## config.mk

```make
export PLATFORM = sky130hd
export DESIGN_NAME = fir_tap_window_8b_16tap
export DESIGN_NICKNAME = d
export VERILOG_FILES = /design/src/rtl/fir_pkg.sv /design/src/rtl/fir_tap_shreg.sv /design/src/rtl/fir_tap_window_8b_16tap.sv
export SDC_FILE = /design/constraint.sdc
export NUM_CORES = 1
export LEC_CHECK = 0
export ABC_AREA = 1
export BUFFER_PORTS_ARGS = -buffer_cell sky130_fd_sc_hd__buf_2
export CORE_UTILIZATION = 54
export CTS_CLUSTER_DIAMETER = 60
export DETAILED_ROUTE_END_ITERATION = 8
export PLACE_DENSITY = 0.95
export SYNTH_ARGS = -nofsm -noshare
export SYNTH_HDL_FRONTEND = slang
export SYNTH_SLANG_ARGS = --single-unit
```

## constraint.sdc

```tcl
create_clock -name clk -period 1.7 [get_ports clk]
set_input_delay 0.085 -clock clk [delete_from_list [all_inputs] [get_ports clk]]
set_output_delay 0.085 -clock clk [all_outputs]
set_load 0.05 [all_outputs]
```

## src/rtl/fir_pkg.sv

```systemverilog
// Shared constants and state encoding for the FIR tap-window front end.
package fir_pkg;
  localparam int DATA_W = 8;
  localparam int TAPS   = 16;
  localparam int WIN_W  = DATA_W * TAPS;
  localparam int FCNT_W = $clog2(TAPS + 1);

  typedef enum logic {
    FILL = 1'b0,
    RUN  = 1'b1
  } state_t;
endpackage

```

## src/rtl/fir_tap_shreg.sv

```systemverilog
// Sample-wide shift register: slot 0 sits in the LSBs, each load pushes toward the MSBs.
module fir_tap_shreg
  import fir_pkg::*;
#(
  parameter int DATA_W = fir_pkg::DATA_W,
  parameter int TAPS   = fir_pkg::TAPS
) (
  input  logic                   clk,
  input  logic                   i_clr,
  input  logic                   i_load,
  input  logic [DATA_W-1:0]      i_din,
  output logic [DATA_W*TAPS-1:0] o_q
);
  logic [DATA_W*TAPS-1:0] r_q_p0;

  always_ff @(posedge clk) begin
    if (i_clr)
      r_q_p0 <= '0;
    else if (i_load)
      r_q_p0 <= {r_q_p0[DATA_W*TAPS-DATA_W-1:0], i_din};
  end

  assign o_q = r_q_p0;
endmodule

```

## src/rtl/fir_tap_window_8b_16tap.sv

```systemverilog
// 16-sample sliding window with valid/ready handshake in front of the FIR MAC.
// Build option FIR_TAP_WINDOW_ZERO_PREFILL_EN: start full of zeros in RUN instead of filling.
module fir_tap_window_8b_16tap
  import fir_pkg::*;
#(
  parameter int DATA_W = fir_pkg::DATA_W,
  parameter int TAPS   = fir_pkg::TAPS
) (
  input  logic                       clk,
  input  logic                       rst,
  input  logic                       s_valid,
  output logic                       s_ready,
  input  logic [DATA_W-1:0]          s_data,
  input  logic                       flush,
  output logic                       m_valid,
  input  logic                       m_ready,
  output logic [DATA_W*TAPS-1:0]     m_window,
  output logic [$clog2(TAPS+1)-1:0]  fill_count
);
  localparam int CNT_W = $clog2(TAPS + 1);

`ifdef FIR_TAP_WINDOW_ZERO_PREFILL_EN
  localparam state_t           INIT_STATE = RUN;
  localparam logic [CNT_W-1:0] INIT_CNT   = CNT_W'(TAPS);
`else
  localparam state_t           INIT_STATE = FILL;
  localparam logic [CNT_W-1:0] INIT_CNT   = '0;
`endif

  state_t           r_state;
  state_t           w_state_nxt;
  logic [CNT_W-1:0] r_cnt;
  logic             r_vld_p0;
  logic             w_clr;
  logic             w_accept;

  function automatic logic [CNT_W-1:0] sat_inc(input logic [CNT_W-1:0] c);
    return (c >= CNT_W'(TAPS)) ? c : c + 1'b1;
  endfunction

  assign s_ready  = !r_vld_p0 || m_ready;
  assign w_clr    = rst || flush;
  assign w_accept = s_valid && s_ready && !w_clr;

  // The accept that completes the window moves FILL to RUN and already emits it.
  always_comb begin
    w_state_nxt = r_state;
    if (w_accept && (r_state == FILL) && (r_cnt == CNT_W'(TAPS - 1)))
      w_state_nxt = RUN;
  end

  always_ff @(posedge clk) begin
    if (w_clr)
      r_state <= INIT_STATE;
    else
      r_state <= w_state_nxt;
  end

  always_ff @(posedge clk) begin
    if (w_clr)
      r_cnt <= INIT_CNT;
    else if (w_accept)
      r_cnt <= sat_inc(r_cnt);
  end

  // Output stage p0: single register, no skid buffer.
  always_ff @(posedge clk) begin
    if (w_clr)
      r_vld_p0 <= 1'b0;
    else if (w_accept)
      r_vld_p0 <= (w_state_nxt == RUN);
    else if (m_ready)
      r_vld_p0 <= 1'b0;
  end

  fir_tap_shreg #(
    .DATA_W (DATA_W),
    .TAPS   (TAPS)
  ) u_shreg (
    .clk    (clk),
    .i_clr  (w_clr),
    .i_load (w_accept),
    .i_din  (s_data),
    .o_q    (m_window)
  );

  assign m_valid    = r_vld_p0;
  assign fill_count = r_cnt;
endmodule
```

# [Word level (Yosys, flattened, before mapping)]
# Index checks and enable logic that the tools add are counted.
# W data, S select, Z words.
[totals] ff_bits=135 output_inout_bits=135
[op_classes] add_sub_neg=1 n_lt_le_gt_ge=1 eq_ne=1 muxes=3 n_bitwise=2 n_reduce_logical=10
[ops] operator="$add A5 B1 Y5 const B" n=1
[ops] operator="$eq A5 B4 Y1 const B" n=1
[ops] operator="$ge A5 B5 Y1 const B" n=1
[ops] operator="$logic_and A1 B1 Y1" n=4
[ops] operator="$mux W1" n=3
[ops] operator="$logic_not A1 Y1" n=2
[ops] operator="$logic_or A1 B1 Y1" n=2
[ops] operator="$not A1 Y1" n=2
[ops] operator="$reduce_and A2 Y1" n=1
[ops] operator="$reduce_bool A2 Y1" n=1

# [Longest topological paths before layout]
# Gate-level depths: netlist (run 1).
[depth] ltp_word=8 ltp_mapped=8

# [By module]
# From an unflattened synthesis (run 1), not the netlist that was laid out.
[hier_totals] cells_unflattened=857 hier_area_um2=5560.3
[by_module_without_submodules] mod="fir_tap_shreg" n_inst=1 cells_each=811 area_per_inst_um2=5206.2 seq_area_each_um2=2562.5
[by_module_without_submodules] mod="fir_tap_window_8b_16tap" n_inst=1 cells_each=46 area_per_inst_um2=354.1 seq_area_each_um2=140.1

# [Worst setup path after synthesis (run 1)]
# No wires, ideal clock.
[synth_path] path_kind="reg-to-reg" start="register r_vld_p0 (netlist: m_valid)" end="register u_shreg.r_q_p0[10] (netlist: u_shreg.o_q[10])" t_arrival_ns=1.797 path_slack_ns=-0.212 stages_incl_launch_ff=8 n_path_buf=2 path_cell_list="dfxtp_1 > nand2_1 > nand3_1 > inv_2 > buf_4 > buf_4 > nand2_1 > nand2_1"
[synth_between] elab_chain_len=4
[synth_rtl] element="start: declaration" line_no="fir_tap_window_8b_16tap.sv:33" text="logic r_vld_p0;"
[synth_rtl] element="start signal: assignment" line_no="fir_tap_window_8b_16tap.sv:71" text="r_vld_p0 <= (w_state_nxt == RUN);"
[synth_rtl] element="$logic_not A1 Y1" line_no="fir_tap_window_8b_16tap.sv:41" text="assign s_ready = !r_vld_p0 || m_ready;"
[synth_rtl] element="$logic_or A1 B1 Y1" line_no="fir_tap_window_8b_16tap.sv:41"
[synth_rtl] element="named net s_ready" line_no="fir_tap_window_8b_16tap.sv:12" text="output logic s_ready,"
[synth_rtl] element="$logic_and A1 B1 Y1 (2 in a row)" line_no="fir_tap_window_8b_16tap.sv:43" text="assign w_accept = s_valid && s_ready && !w_clr;"
[synth_rtl] element="end signal: assignment" line_no="fir_tap_shreg.sv:20" text="r_q_p0 <= {r_q_p0[DATA_W*TAPS-DATA_W-1:0], i_din};"
[synth_rtl] element="end: declaration" line_no="fir_tap_shreg.sv:14" text="logic [DATA_W*TAPS-1:0] r_q_p0;"
# The timed path passes the listed nets, and every way through them passes these cells.
# A chain may end at the register's enable or synchronous reset.

# [Worst setup path after layout (run 1)]
[layout_path] start="register r_vld_p0 (netlist: m_valid)" end="register u_shreg.r_q_p0[65] (netlist: u_shreg.o_q[65])"
[layout_between] elab_chain_len=4
[layout_rtl] element="$logic_not A1 Y1" line_no="fir_tap_window_8b_16tap.sv:41"
[layout_rtl] element="$logic_or A1 B1 Y1" line_no="fir_tap_window_8b_16tap.sv:41"
[layout_rtl] element="$logic_and A1 B1 Y1 (2 in a row)" line_no="fir_tap_window_8b_16tap.sv:43"
# Every way passes these cells.

==> impl_metrics.json, run 1 <==
{
  "status": "finished clean",
  "crit_arrival_ns": 1.80,
  "start_util_pct": 56.5,
  "cpPeakStageDelay_ns": 0.33,
  "fin_tns_setup_ns": 0,
  "skew_ns": 0.00846,
  "ant_nets": 0,
  "avgSynthCellArea_um2": 7.97,
  "slew_viol_final": 0,
  "vias": 4467,
  "synth-seq-cells": 135,
  "crit_slowest_cell": "dfxtp_2",
  "period_minus_slack_ns": 1.42,
  "crit_type": "reg2reg",
  "cp_top_family": "buffers and inverters",
  "routedWlPerCell_um": 13.6,
  "grt_pass1_wl_mm": 17.8,
  "grt_pass1_vias": 3996,
  "clock_latency_ns": 0.50,
  "clk_pin_slew_ns": 0.06,
  "cts_tree": "yes",
  "place_hpwl_mm": 7.49,
  "numClockSinks": 135,
  "hp-class": "in2reg",
  "p_total_mw": 7.11,
  "cpMostUsedCell": "nand2_1",
  "slew_headroom_pct": 78.1,
  "grt_max_degree": 82,
  "p_leak_nw": 3.27,
  "dieWidth_um": 95.5,
  "globalplace.congestion": 0.794,
  "cts_buffers": 17,
  "port_buffers": 147,
  "n_antenna_cell": 0,
  "areaGrowthSynthToFinish_pct": 31.1,
  "die_h_um": 95.5,
  "core-area_um2": 8340,
  "fin_crit_sh_pct": 83.6,
  "yosys_warnings": 0,
  "maxClockFrequency_mhz": 704,
  "cts_max_level": 4,
  "cellPowerDensity_nw_per_um2": 1150,
  "rows": 33,
  "layout.nets": 748,
  "critPathBufInv": 2,
  "netlist_instances": 592,
  "grt_use_total_pct": 25.1,
  "crit_required_ns": 2.08,
  "ir_drop_mv": 0.887,
  "setup_viol": 0,
  "via_per_inst": 5.25,
  "syn-num-nets": 607,
  "synth_cell_types": 17,
  "grt_overflow": 0,
  "tightest_slew_ns": 0.328,
  "placed_cells": 810,
  "firstDrtPassIters": 4,
  "layout-drive-gt1-share_pct": 25.6,
  "hold_viol": 0,
  "cts_root_buf": "clkbuf_8",
  "die_area_um2": 9110,
  "rrSetupSlack_ns": 0.28,
  "drcViolationCount": 0,
  "critPathMaxFanout": 66,
  "routed_wl_mm": 11.6,
  "critPathLaunchType": "flop",
  "rsz0062_at_grt": "false",
  "antenna_found_initial": 0,
  "worstPathCellList": "nand2_2 -> nand3_1 -> clkinv_2 -> buf_12 -> nand2_1 -> nand2_1",
  "setup.worst_path.end_class": "flop",
  "num_io_pins": 148,
  "stdcell_count": 851,
  "ys_seq_area_share_pct": 57.3,
  "synth.cell_area_um2": 4720,
  "dr.first_iter.drc_count": 193,
  "drv_cap": 0,
  "postCtsSetupBuffers": 0,
  "clk_path_buf_depth": 2
}
## path summary, 6_finish.rpt
path	cells past startpoint	end	start
worst max-delay path	6	u_shreg.o_q[65]	m_valid
worst min-delay path	4	fill_count[1]	s_valid
worst max register to register	6	u_shreg.o_q[65]	m_valid
worst min register to register	2	u_shreg.o_q[120]	u_shreg.o_q[112]
## area by class of cell
class	instances	area, µm²
inverter	14	53.8
clock inverter	13	170
sequential	135	2700
tap	105	131
timing repair buffer	164	948
fill	612	2160
multi-input combinational	401	1740
clock buffer	19	432
## where the power goes
group | internal (mW) | switching [mW] | total, mW | leakage [nW]
clock | 2.29 | 1.36 | 3.65 | 0.285
combinational | 0.0734 | 0.198 | 0.271 | 1.89
sequential | 3.18 | 0.00964 | 3.19 | 1.09
## metrics by stage
| stage | instance area, µm² | utilization, % | setup WS [ns] | hold slack, ns |
|---|---|---|---|---|
| after floorplan | 4720 | - | 0.0855 | 0.188 |
| after global placement | 5490 | 65.8 | 0.377 | 0.273 |
| after detailed placement | 5490 | 65.8 | 0.289 | 0.279 |
| after CTS | 6180 | 74.1 | 0.282 | 0.0488 |
| after global routing | 6180 | 74.1 | 0.155 | 0.0920 |
| final | 6180 | 74.1 | 0.279 | 0.0751 |
## metal layers
metal	track usage (%)	vias to the layer above	share of wire, %
met1	27.7	2096	41
met3	7.81	8	6.8
met4	8.83	0	0.80
li1	-	2201	-
met5	0	-	0
met2	45.2	162	52
## flip-flops by register name, indices dropped and copies added, names as in the netlist
name and cells:
m_valid 1, u_shreg.o_q 128, r_state 1, fill_count 5
## cell families (layout without fill, tap and decap cells)
logic type	after synthesis	in the layout	synth area share, %
XOR/XNOR	1	1	0.186
adder cells (fa/ha/maj)	2	2	0.531
flip-flops	135	135	57.3
buffers and inverters	56	210	5.94
AND/OR/NAND/NOR	365	365	32.5
AO/OA/AOI/OAI	33	33	3.50
## synthesized netlist by cell type (all sizes together)
cell | instances | share of area (%)
o21ai | 20 | 2.1
nand3 | 121 | 13
clkbuf | 1 | 0.080
nor2 | 11 | 1.0
inv | 14 | 1.1
nand2 | 231 | 18
a21oi | 13 | 1.4
buf | 41 | 4.7
ha | 2 | 0.53
dfxtp | 135 | 57
xor2 | 1 | 0.19
nand4 | 2 | 0.27
## repair_timing
action | CTS | global route
hold buffers | 9 | 0
endpoints found under the hold margin | 9 | 0
gates resized for setup | 0 | 0
endpoints found under the setup margin | 0 | 0
## tightest hold or removal path, delay by kind of cell
kind	cells	cell delay, ns
AND/OR/NAND/NOR	2	0.22
AO/OA/AOI/OAI	1	0.09
buffers and inverters	1	0.13
## placed cells by master, fill, tap and decap left out, types with 2 or more instances in the layout
master,instances
a21oi_1,13
buf_12,5
buf_2,147
buf_4,3
bufinv_16,3
clkbuf_16,16
clkbuf_8,2
clkinv_2,2
clkinv_4,3
clkinvlp_4,3
dfxtp_1,134
dlygate4sd3_1,9
ha_1,2
inv_1,13
inv_6,3
nand2_1,229
nand3_1,121
nand4_1,2
nor2_1,10
o21ai_0,17
o21ai_1,3
No activity file was read; power rests on OpenSTA's default activity.
==> run 2, diff against run 1 <==
ABC_AREA = 0   (was 1)
CORE_UTILIZATION = 53   (was 54)
PLACE_DENSITY = 0.92   (was 0.95)
clock period = 1.32 ns   (was 1.7 ns; I/O delays follow)
==> run 2 against run 1 <==
  * The flow now finishes with violations (negative setup slack)
  * Sequential power increased by 29%
  * Synthesized area increased by 20%
  * Sequential share of layout area decreased by 7.4 points
  * Non-clock buffer count increased by 29
  * Clock-buffer cell count unchanged
  * Setup slack got worse by 0.44 ns
  * Sequential cell count unchanged
  * Via count increased by 22%
  * Hold slack improved by 0.033 ns
  * Utilization decreased by 1.6 points
  * Final cell count increased by 6.9%
==> impl_metrics.json, run 2 <==
{
  "synth_area_leaders": "dfxtp_1 (48%), o21ai_2 (15%), nand4_1 (14%), nand2_1 (8.5%), clkbuf_1 (3.0%)",
  "ys.flop_type": "dfxtp_1",
  "crit_type": "reg2out",
  "hold_ws_ns": 0.109,
  "ys_seq_area_share_pct": 47.8,
  "slew_headroom_pct": 66.3,
  "crit_required_ns": 1.25,
  "place_hpwl_mm": 9.13,
  "r2r_start": "m_valid",
  "skew_ns": 0.0128,
  "rsz0062_at_grt": "true",
  "min_from": "s_valid",
  "grt_use_total_pct": 27.2,
  "cts_buffers": 17,
  "routed_wl_mm": 16.3,
  "setup_viol": 129,
  "num_io_pins": 148,
  "yosys_warnings": 0,
  "routedWlPerCell_um": 17.9,
  "antenna_found_initial": 0,
  "cts_root_buf": "clkbuf_8",
  "hold_end": "u_shreg.o_q[78]",
  "layout-drive-gt1-share_pct": 43.3,
  "r2r_cells": 7,
  "drcViolationCount": 0,
  "synth_common_cells": "dfxtp_1 (135), nand4_1 (129), nand2_1 (128)",
  "timing.final.ws_setup_ns": -0.160,
  "synth_cell_types": 28,
  "multi_input_area_um2": 2560,
  "port_buffers": 147,
  "drv_cap": 0,
  "yosys.area.top_type": "dfxtp_1",
  "synth_top_family_by_area": "simple AND/OR/NAND/NOR gates",
  "fin_tns_setup_ns": -10.96,
  "fin_crit_sh_pct": 112,
  "firstDrtPassIters": 6,
  "die_h_um": 105,
  "synth_edf_count": 0,
  "via_per_inst": 5.97,
  "period_minus_slack_ns": 1.48,
  "start_util_pct": 54.8,
  "grt_pass1_vias": 4743,
  "critPathLaunchType": "flop",
  "areaGrowthSynthToFinish_pct": 32.4,
  "n_antenna_cell": 0,
  "clk_pin_slew_ns": 0.06,
  "dr.first_iter.drc_count": 471,
  "clock_latency_ns": 0.51,
  "layout.nets": 776,
  "synth-seq-cells": 135,
  "seqCellArea_um2": 2720,
  "synthSimpleGateAreaFrac_pct": 24.3,
  "numClockSinks": 135,
  "rrSetupSlack_ns": -0.16,
  "setup.worst_path.end_class": "output port",
  "clk_path_buf_depth": 2,
  "hold_viol": 0,
  "violations": "negative setup slack",
  "nFillCells": 708,
  "status": "finished with violations",
  "ir_drop_mv": 0.879,
  "crit_path_start": "m_valid",
  "ant_nets": 0,
  "reg2reg_to": "u_shreg.o_q[82]",
  "avgSynthCellArea_um2": 9.09,
  "hold-path-cell-count": 4,
  "syn-num-nets": 637,
  "die_area_um2": 11100,
  "mostFrequentLayoutCells": "buf_2 (144), nand4_1 (129), dfxtp_1 (129)",
  "layout_commonest_cell": "buf_2",
  "maxClockFrequency_mhz": 675,
  "yosysMostFrequentCell": "dfxtp_1",
  "p_leak_nw": 3.14,
  "grt_overflow": 0,
  "netlist_instances": 622,
  "hp-class": "in2reg",
  "synth_xor_area_share_pct": 0,
  "critPathMaxFanout": 2,
  "synth-async-reset-ratio_pct": 0,
  "rows": 37,
  "vias": 5430,
  "synth.cell_area_um2": 5650,
  "cts_tree": "yes",
  "slew_viol_final": 0,
  "cts_max_level": 4,
  "dieWidth_um": 105,
  "synth_compound_area_share_pct": 19.1,
  "core-area_um2": 10300,
  "grt_pass1_wl_mm": 24.1,
  "yosys.area_share.adder_pct": 0.443,
  "largest_reg_flops": 128,
  "yosysTopAreaCellShare_pct": 47.8,
  "cellPowerDensity_nw_per_um2": 1240,
  "grt_max_degree": 116,
  "tightest_slew_ns": 0.506,
  "crit_arrival_ns": 1.41,
  "globalplace.congestion": 0.875,
  "synth.mux.area_fraction_pct": 0
}
[run 2: changes by cell type in the layout (fill, tap and decap cells not counted), sizes merged, moves of 7 or more]
cell   previous run  this run
nand4             2       129
nand3           121         1
o21ai            20       131
buf             155       177
nor2             11         2
inv              16         6
a21oi            13         6
nand2           231       128
[run 2: logic make-up (layout without fill, tap and decap cells)]
logic type	Yosys count	count (layout)
AO/OA/AOI/OAI	140	140
AND/OR/NAND/NOR	269	269
adder cells (fa/ha/maj)	2	2
flip-flops	135	135
buffers and inverters	76	228
[run 2: worst max path at each step]
| stage | endpoint | slack [ns] | cells after the start |
|---|---|---|---|
| 2_1_floorplan | u_shreg.o_q[100] | -0.05 | 7 |
| 3_3_place_gp | fill_count[4] | 0.02 | 5 |
| 3_5_place_dp | fill_count[4] | -0.01 | 5 |
| 4_1_cts | s_ready | -0.18 | 5 |
| 5_1_grt | s_ready | -0.24 | 5 |
| 6_report | s_ready | -0.16 | 5 |
[run 2: repair_timing]
action                     4_1_cts  5_1_grt
gates resized for setup          7       12
pin swaps                        3        2
hold endpoints to repair        15        0
gates cloned                     1        7
setup endpoints to repair        3      135
buffers inserted                 5        7
hold buffers                    10        0
[run 2: cell type report]
class | count | share of cell area [%]
flip-flops and latches | 135 | 36.3
multi-input cells | 411 | 34.2
repair buffers | 193 | 19.2
clock buffers | 19 | 5.90
well taps | 136 | 2.27
clock inverters | 13 | 1.94
inverters | 3 | 0.184
[run 2: per-stage QoR]
step           worst slack (ns)  total power [mW]  instances  util (%)  cell area, µm²
6_report                 -0.160              9.26        910      72.5            7480
5_1_grt                  -0.237              9.54        910      72.5            7480
4_1_cts                  -0.179              9.21        896      69.8            7200
3_5_place_dp           -0.00995              4.61        848      62.2            6420
3_3_place_gp             0.0188              4.60        848      62.2            6420
2_1_floorplan           -0.0476              4.54        622         -            5740
[run 2: metal layers]
metal  vias to the layer above  track usage (%)  wire length [µm]
met5                         -                0                 0
met3                        19             5.63               915
li1                       2520                -                 -
met1                      2660             33.9              6690
met2                       231             47.4              8420
met4                         0             7.44               267
[run 2: power breakdown]
| part | switching, mW | internal (mW) | total, mW |
|---|---|---|---|
| Clock | 1.83 | 2.81 | 4.64 |
| Combinational | 0.357 | 0.165 | 0.522 |
| Sequential | 0.0129 | 4.08 | 4.10 |
| Total | 2.20 | 7.06 | 9.26 |
[run 2: worst max-delay path, cell delays in order, from the launching register on]
cell,delay (ns)
dfxtp_4,0.34
nor2b_4,0.16
inv_4,0.05
buf_12,0.12
buf_8,0.11
buf_8,0.14
